`src/rtl/fmc_pkg.sv`:
```
// Shared definitions for the FMC clock-select sequencer: path-select codes,
// sequencer states and counter widths.
package fmc_pkg;

  localparam int N_W = 3;
  localparam int M_W = 2;

  localparam logic [1:0] SEL_RING = 2'b00;
  localparam logic [1:0] SEL_INJ  = 2'b01;
  localparam logic [1:0] SEL_DIV  = 2'b10;

  typedef enum logic [1:0] {
    ST_IDLE,
    ST_ARM,
    ST_RUN
  } state_t;

  // The injection slot wins over the plain divided edge when both flags are set.
  function automatic logic [1:0] sel_code(input logic div_n, input logic div_m);
    if (div_m)
      return SEL_INJ;
    else if (div_n)
      return SEL_DIV;
    else
      return SEL_RING;
  endfunction

endpackage

```
`src/rtl/fmc_frame_counter.sv`:
```
// Nested N/M frame counter. The wrap flags are registered together with the
// counts, so the current flags decide the wrap and the next limits the new flags.
module fmc_frame_counter
  import fmc_pkg::*;
(
  input  logic           clk_out,
  input  logic           rst_n,
  input  logic           clear,
  input  logic           start,
  input  logic [N_W-1:0] n_lim,
  input  logic [M_W-1:0] m_lim,
  output logic [N_W-1:0] n_cnt,
  output logic [M_W-1:0] m_cnt,
  output logic           div_n,
  output logic           div_m,
  output logic           div_n_d,
  output logic           div_m_d
);

  logic [N_W-1:0] n_d;
  logic [M_W-1:0] m_d;

  // n_lim/m_lim are the limits in force during the cycle being computed.
  always_comb begin
    n_d = '0;
    m_d = '0;
    if (!clear && !start) begin
      n_d = div_n ? '0 : n_cnt + 1'b1;
      if (div_m)
        m_d = '0;
      else if (div_n)
        m_d = m_cnt + 1'b1;
      else
        m_d = m_cnt;
    end
    div_n_d = !clear && (n_d == n_lim);
    div_m_d = div_n_d && (m_d == m_lim);
  end

  always_ff @(posedge clk_out or negedge rst_n) begin
    if (!rst_n) begin
      n_cnt <= '0;
      m_cnt <= '0;
      div_n <= 1'b0;
      div_m <= 1'b0;
    end else begin
      n_cnt <= n_d;
      m_cnt <= m_d;
      div_n <= div_n_d;
      div_m <= div_m_d;
    end
  end

endmodule

```
`src/rtl/fmc_sel_sequencer.sv`:
```
// FMC clock-select sequencer: aligns the N/M count frame to the external
// reference, steers the delay-line input and tracks lock through missed edges.
module fmc_sel_sequencer
  import fmc_pkg::*;
#(
  parameter int MISS_LIMIT = 3
) (
  input  logic           clk_out,
  input  logic           rst_n,
  input  logic           en,
  input  logic           ext_edge,
  input  logic           cfg_valid,
  output logic           cfg_ready,
  input  logic [N_W-1:0] cfg_n,
  input  logic [M_W-1:0] cfg_m,
  output logic [N_W-1:0] N_counter,
  output logic [M_W-1:0] M_counter,
  output logic           DIV_N,
  output logic           DIV_M,
  output logic [1:0]     Sel,
  output logic           locked,
  output logic           missed_edge
);

  state_t         state_q;
  state_t         nxt_state;
  logic [N_W-1:0] n_q, n_p, n_q_d;
  logic [M_W-1:0] m_q, m_p, m_q_d;
  logic           pend, pend_d;
  logic [1:0]     miss_cnt;
  logic [2:0]     miss_next;
  logic           hs, slot, limit_hit, stay_run, commit;
  logic           div_n_d, div_m_d;

  fmc_frame_counter u_frame (
    .clk_out (clk_out),
    .rst_n   (rst_n),
    .clear   (nxt_state != ST_RUN),
    .start   (state_q != ST_RUN),
    .n_lim   (n_q_d),
    .m_lim   (m_q_d),
    .n_cnt   (N_counter),
    .m_cnt   (M_counter),
    .div_n   (DIV_N),
    .div_m   (DIV_M),
    .div_n_d (div_n_d),
    .div_m_d (div_m_d)
  );

  // A ratio accepted outside a running frame, or on the edge that leaves RUN,
  // goes straight into n_q/m_q; inside RUN it waits for the frame end.
  always_comb begin
    hs        = cfg_valid && cfg_ready;
    slot      = (state_q == ST_RUN) && DIV_M;
    miss_next = {1'b0, miss_cnt} + 3'd1;
    limit_hit = slot && !ext_edge && (miss_next >= 3'(MISS_LIMIT));

    nxt_state = state_q;
    if (!en) begin
      nxt_state = ST_IDLE;
    end else begin
      case (state_q)
        ST_IDLE: nxt_state = ST_ARM;
        ST_ARM:  if (ext_edge) nxt_state = ST_RUN;
        ST_RUN:  if (limit_hit) nxt_state = ST_ARM;
        default: nxt_state = ST_IDLE;
      endcase
    end

    stay_run = (state_q == ST_RUN) && (nxt_state == ST_RUN);
    commit   = pend && (slot || !stay_run);

    n_q_d = n_q;
    m_q_d = m_q;
    if (commit) begin
      n_q_d = n_p;
      m_q_d = m_p;
    end
    if (hs && !stay_run) begin
      n_q_d = cfg_n;
      m_q_d = cfg_m;
    end

    pend_d = pend;
    if (commit)
      pend_d = 1'b0;
    if (hs && stay_run)
      pend_d = 1'b1;
  end

  always_ff @(posedge clk_out or negedge rst_n) begin
    if (!rst_n) begin
      state_q     <= ST_IDLE;
      n_q         <= '0;
      m_q         <= '0;
      n_p         <= '0;
      m_p         <= '0;
      pend        <= 1'b0;
      miss_cnt    <= '0;
      locked      <= 1'b0;
      missed_edge <= 1'b0;
      Sel         <= SEL_RING;
      cfg_ready   <= 1'b1;
    end else begin
      state_q   <= nxt_state;
      n_q       <= n_q_d;
      m_q       <= m_q_d;
      pend      <= pend_d;
      cfg_ready <= (nxt_state == ST_RUN) ? !pend_d : 1'b1;
      Sel       <= sel_code(div_n_d, div_m_d);
      if (hs && stay_run) begin
        n_p <= cfg_n;
        m_p <= cfg_m;
      end

      missed_edge <= en && slot && !ext_edge;
      locked      <= (nxt_state == ST_RUN) && (locked || (slot && ext_edge));

      // Leaving RUN restarts the miss history for the next alignment.
      if (nxt_state != ST_RUN)
        miss_cnt <= '0;
      else if (slot && ext_edge)
        miss_cnt <= '0;
      else if (slot)
        miss_cnt <= (miss_cnt == 2'd3) ? 2'd3 : miss_cnt + 2'd1;
    end
  end

endmodule
```
`config.mk`:
```
export PLATFORM = sky130hd
export DESIGN_NAME = fmc_sel_sequencer
export DESIGN_NICKNAME = d
export VERILOG_FILES = /design/src/rtl/fmc_pkg.sv /design/src/rtl/fmc_frame_counter.sv /design/src/rtl/fmc_sel_sequencer.sv
export SDC_FILE = /design/constraint.sdc
export NUM_CORES = 1
export LEC_CHECK = 0
export ABC_AREA = 1
export CAP_MARGIN = 5
export CORE_ASPECT_RATIO = 1.5
export CORE_UTILIZATION = 40
export CTS_BUF_LIST = sky130_fd_sc_hd__clkbuf_16
export DETAILED_ROUTE_END_ITERATION = 10
export GPL_TIMING_DRIVEN = 1
export PLACE_DENSITY = 0.65
export SYNTH_ARGS = -nofsm -noshare
export SYNTH_HDL_FRONTEND = slang
export SYNTH_SLANG_ARGS = --single-unit
```
`constraint.sdc`:
```
create_clock -name clk_out -period 2.3 [get_ports clk_out]
set_clock_uncertainty 0.2 [all_clocks]
set_input_delay 0.46 -clock clk_out [delete_from_list [all_inputs] [get_ports clk_out]]
set_output_delay 0.46 -clock clk_out [all_outputs]
set_load 0.01 [all_outputs]
```
==> out/results.txt <==
The run finished with clean final reports. The synthesized-area fraction occupied by ao, oa, aoi and oai cells was 5.19%. The run gives 3.14 mm as the overall routed net length. Number of enable flip-flop cells after synthesis: 0. The register area is 652 sq um.

Before antenna repair, the detailed router went through 4 iterations. Setup violations remaining at the end of the flow were counted as 0. The ratio of routed vias to standard cells is 4.83. Dividing the detail-routed wire length by the instance count gives 13.0 um.

The final net count was 213. The worst hold-check path type is flop to flop. After clock tree synthesis, the clock-pin slew on the worst setup and hold paths is 0.06 ns. By area, the combinational part of the netlist is dominated by simple AND/OR/NAND/NOR gates.

In this run the tightest slew margin relative to its limit is 77.2%. Yosys printed 0 warnings. The logs give 0 for the initial antenna violation count and 25 for the row count. Global routing consumed, over all layers together, 19.9% of the routing resources. The first routing iteration left 32 violations. Summing all multi-input logic gate instances after layout gives 567 sq um.

At the worst endpoint, the arrival time is 2.15 ns. The count of pins over their slew limit was 0. The final critical-path required period came out at 2.19 ns. The number of unique standard cell types used by synthesis was 26. VDD sags by at most 0.470 mV. Synthesis inferred 26 register bits. Setup repair after global routing left no endpoint under its margin. Summing the sequential cell areas from Yosys gives 49.2% of the chip area. The number of clock buffers inserted by TritonCTS was 3; the adder and majority gate portion of the synthesized area was 0.944%. Summing the areas of all and, or, nand and nor instances in the mapped netlist gives 34.1% of the synthesized area. The run gives 2 as the number of buffers on the longest clock path. Maximum level of the CTS H-tree: 1. The cell count after synthesis came out at 164. The region available for standard cell placement spans 0.00316 sq mm. Once detail routing completed, the nets flagged for antenna violations numbered 0. Measured along the y axis, the die boundary spans 72.5 um.

The most used standard cell by instance count after synthesis is nand2_1. The portion of netlist area occupied by mux cells came out at 0%. Summing internal, switching and leakage power gives 1.25 mW. 0 antenna diodes ended up in the layout.

Ranked by total cell area, the synthesized netlist is headed by dfrtp_1 47%, nand2_1 12%, inv_1 7.9%. The logs give 0.00355 sq mm for the die area and 0.933 nW for the leakage power total. The tools report the number of hold violations in the final report as 0. For this configuration, the core starts out at a cell density of 41.9%.

Ratio of cells with drive above 1 in the final layout: 19.9%. Walking the worst path, the cells encountered are clkdlybuf4s50_1 -> nand4_4 -> o21ai_4 -> buf_6 -> nand2_1 -> nand3_1 -> nand3_1 -> nand2_1 -> nor2_1 -> nand2_2 -> nor2_1. Synthesized netlist net count: 175.

The max-capacitance violation count is 0. The HPWL reported at the end of detailed placement is 2.30 mm. The final clock period utilization by the worst path was 95.3%. At the end of the flow the core is filled with cells to 57.7%. TritonCTS built the clock tree. The synthesized netlist devotes 0.661% of its cell area to XOR and XNOR gates. In this design, the stage delay of the slowest critical-path cell is 0.54 ns. CTS placed an instance of clkbuf_16 at the clock tree root. The congestion estimate from routability-driven global placement came to 0.812. Summing over every cut layer, the via total after detailed routing is 1164. Compared with the post-synthesis result, the final layout area differs by 37.7%. For this design the top-level I/O count stands at 22. Static timing analysis puts the maximum clock frequency at 456 MHz.

Clock tree synthesis found a total of 26 sinks. The run gives 5.29 mm as the first-pass GRT wire length. During placement, the flow inserted port buffers numbering 21. The slowest stage of the critical path is the clkdlybuf4s50_1 cell.

The hold buffer count at cts was 0; the fraction of registers with async set or reset after synthesis was 100%. Post-synthesis instance area: 0.00133 sq mm. The most used flip-flop cell after synthesis is dfrtp_1.

The die width was 49.0 um; the worst endpoint required time was 2.26 ns. The via count of the first global-routing pass came out at 1221. The critical path in this run is classified as input pin to flop. In this run the worst path has a maximum fanout of 6. The run gives 27 as the largest net degree at the start of global routing. The critical path launch point type was an input pin. After detailed routing, the number of remaining DRC violations is 0.

The clock latency at the later pin of the worst-skew pair is 0.26 ns, and the global route total overflow is 0. Total of fill cells in the finished design: 290. After synthesis, the most frequently instantiated cells are 42 x nand2_1, 28 x inv_1, 25 x dfrtp_1. The synthesized design spends more area on one cell type than any other, namely dfrtp_1. Of the post-synthesis cell area, the dominant cell type holds 47.2%. Power spread over the standard cell area amounts to 683 mW/mm^2.

Mean area per synthesized cell: 8.08 sq um. For the pin with the worst max-slew slack, the measured transition is 0.341 ns. STA classifies the critical path endpoint as a flop.
==> layout by cell type (no fill, tap or decap), drive strengths merged <==
cell,instances
a211oi,1
a21oi,3
buf,15
bufinv,1
clkbuf,3
clkdlybuf4s50,20
dfrtp,25
dfstp,1
dlymetal6s2s,1
ha,1
inv,29
nand2,45
nand3,21
nand3b,1
nand4,2
nor2,15
nor3,3
o21a,1
o21ai,7
or2,5
xor2,1
==> where the power goes <==
| group | switching (mW) | internal (mW) | total, mW |
|---|---|---|---|
| clock | 0.159 | 0.346 | 0.505 |
| combinational | 0.118 | 0.0846 | 0.202 |
| sequential | 0.0247 | 0.513 | 0.538 |
==> worst max-delay path: cells and delay by family <==
family                 cells  cell delay, ns
AOI/OAI and AO/OA          1            0.31
and+or+nand+nor            8            0.69
buffers and inverters      2            0.68
==> state kept, by name (all words and copies together) (netlist names), 2 cells and up <==
| register | cells |
|---|---|
| Sel | 2 |
| m_q | 2 |
| n_q | 3 |
| state_q | 2 |
| u_frame.n_cnt | 3 |
| m_p | 2 |
| u_frame.m_cnt | 2 |
| n_p | 3 |
| miss_cnt | 2 |
==> metrics by stage <==
step / hold slack, ns / setup slack, ns / instance area, sq um / TNS [ns] / std cells
floorplan: -0.0356 / 0.473 / 1330 / 0 / 164
global placement: 0.283 / -0.115 / 1680 / -0.309 / 236
detailed placement: 0.292 / -0.235 / 1680 / -0.598 / 236
CTS: 0.307 / 0.00953 / 1790 / 0 / 240
global route: 0.327 / 0.000845 / 1820 / 0 / 241
finish: 0.297 / 0.108 / 1820 / 0 / 241
==> what timing repair did <==
action	in CTS	in global routing
setup buffers	0	1
endpoints found under the setup margin	0	3
gates resized for setup	0	10
==> area by class of cell <==
cell class / instances / share of cell area, %
inverters: 29 / 5.97
clock inverters: 1 / 1.65
multi-input cells: 106 / 31.1
repair buffers: 36 / 18.7
flip-flops and latches: 26 / 35.7
well taps: 40 / 2.74
clock buffers: 3 / 4.12
==> layer usage <==
metal  vias to the layer above  GRT usage (%)  share of wire, %
met5                         -              0                 0
met4                         0           10.5               2.6
met3                         9           2.31               4.3
met2                        40           37.0                55
met1                       530           22.0                38
li1                        585              -                 -
==> logic make-up after synthesis <==
kind of cell / count (synthesis)
XOR/XNOR: 1
adder cells (fa/ha/maj): 1
AND/OR/NAND/NOR: 92
flip-flops: 26
AO/OA/AOI/OAI: 12
buffers and inverters: 32
==> worst paths after layout <==
kind,from,endpoint,slack (ns),depth (start not counted)
worst min register to register,locked$_DFF_PN0_,locked$_DFF_PN0_,0.30,1
max in group asynchronous,rst_n,cfg_ready$_DFF_PN1_,1.23,2
worst max register to register,state_q[1]$_DFF_PN0_,Sel[1]$_DFF_PN0_,0.19,13
min in group asynchronous,rst_n,u_frame.n_cnt[1]$_DFF_PN0_,0.37,2
worst min-delay path,locked$_DFF_PN0_,locked$_DFF_PN0_,0.30,1
worst max-delay path,en,Sel[1]$_DFF_PN0_,0.11,11
No activity file was read; power rests on OpenSTA's default activity.
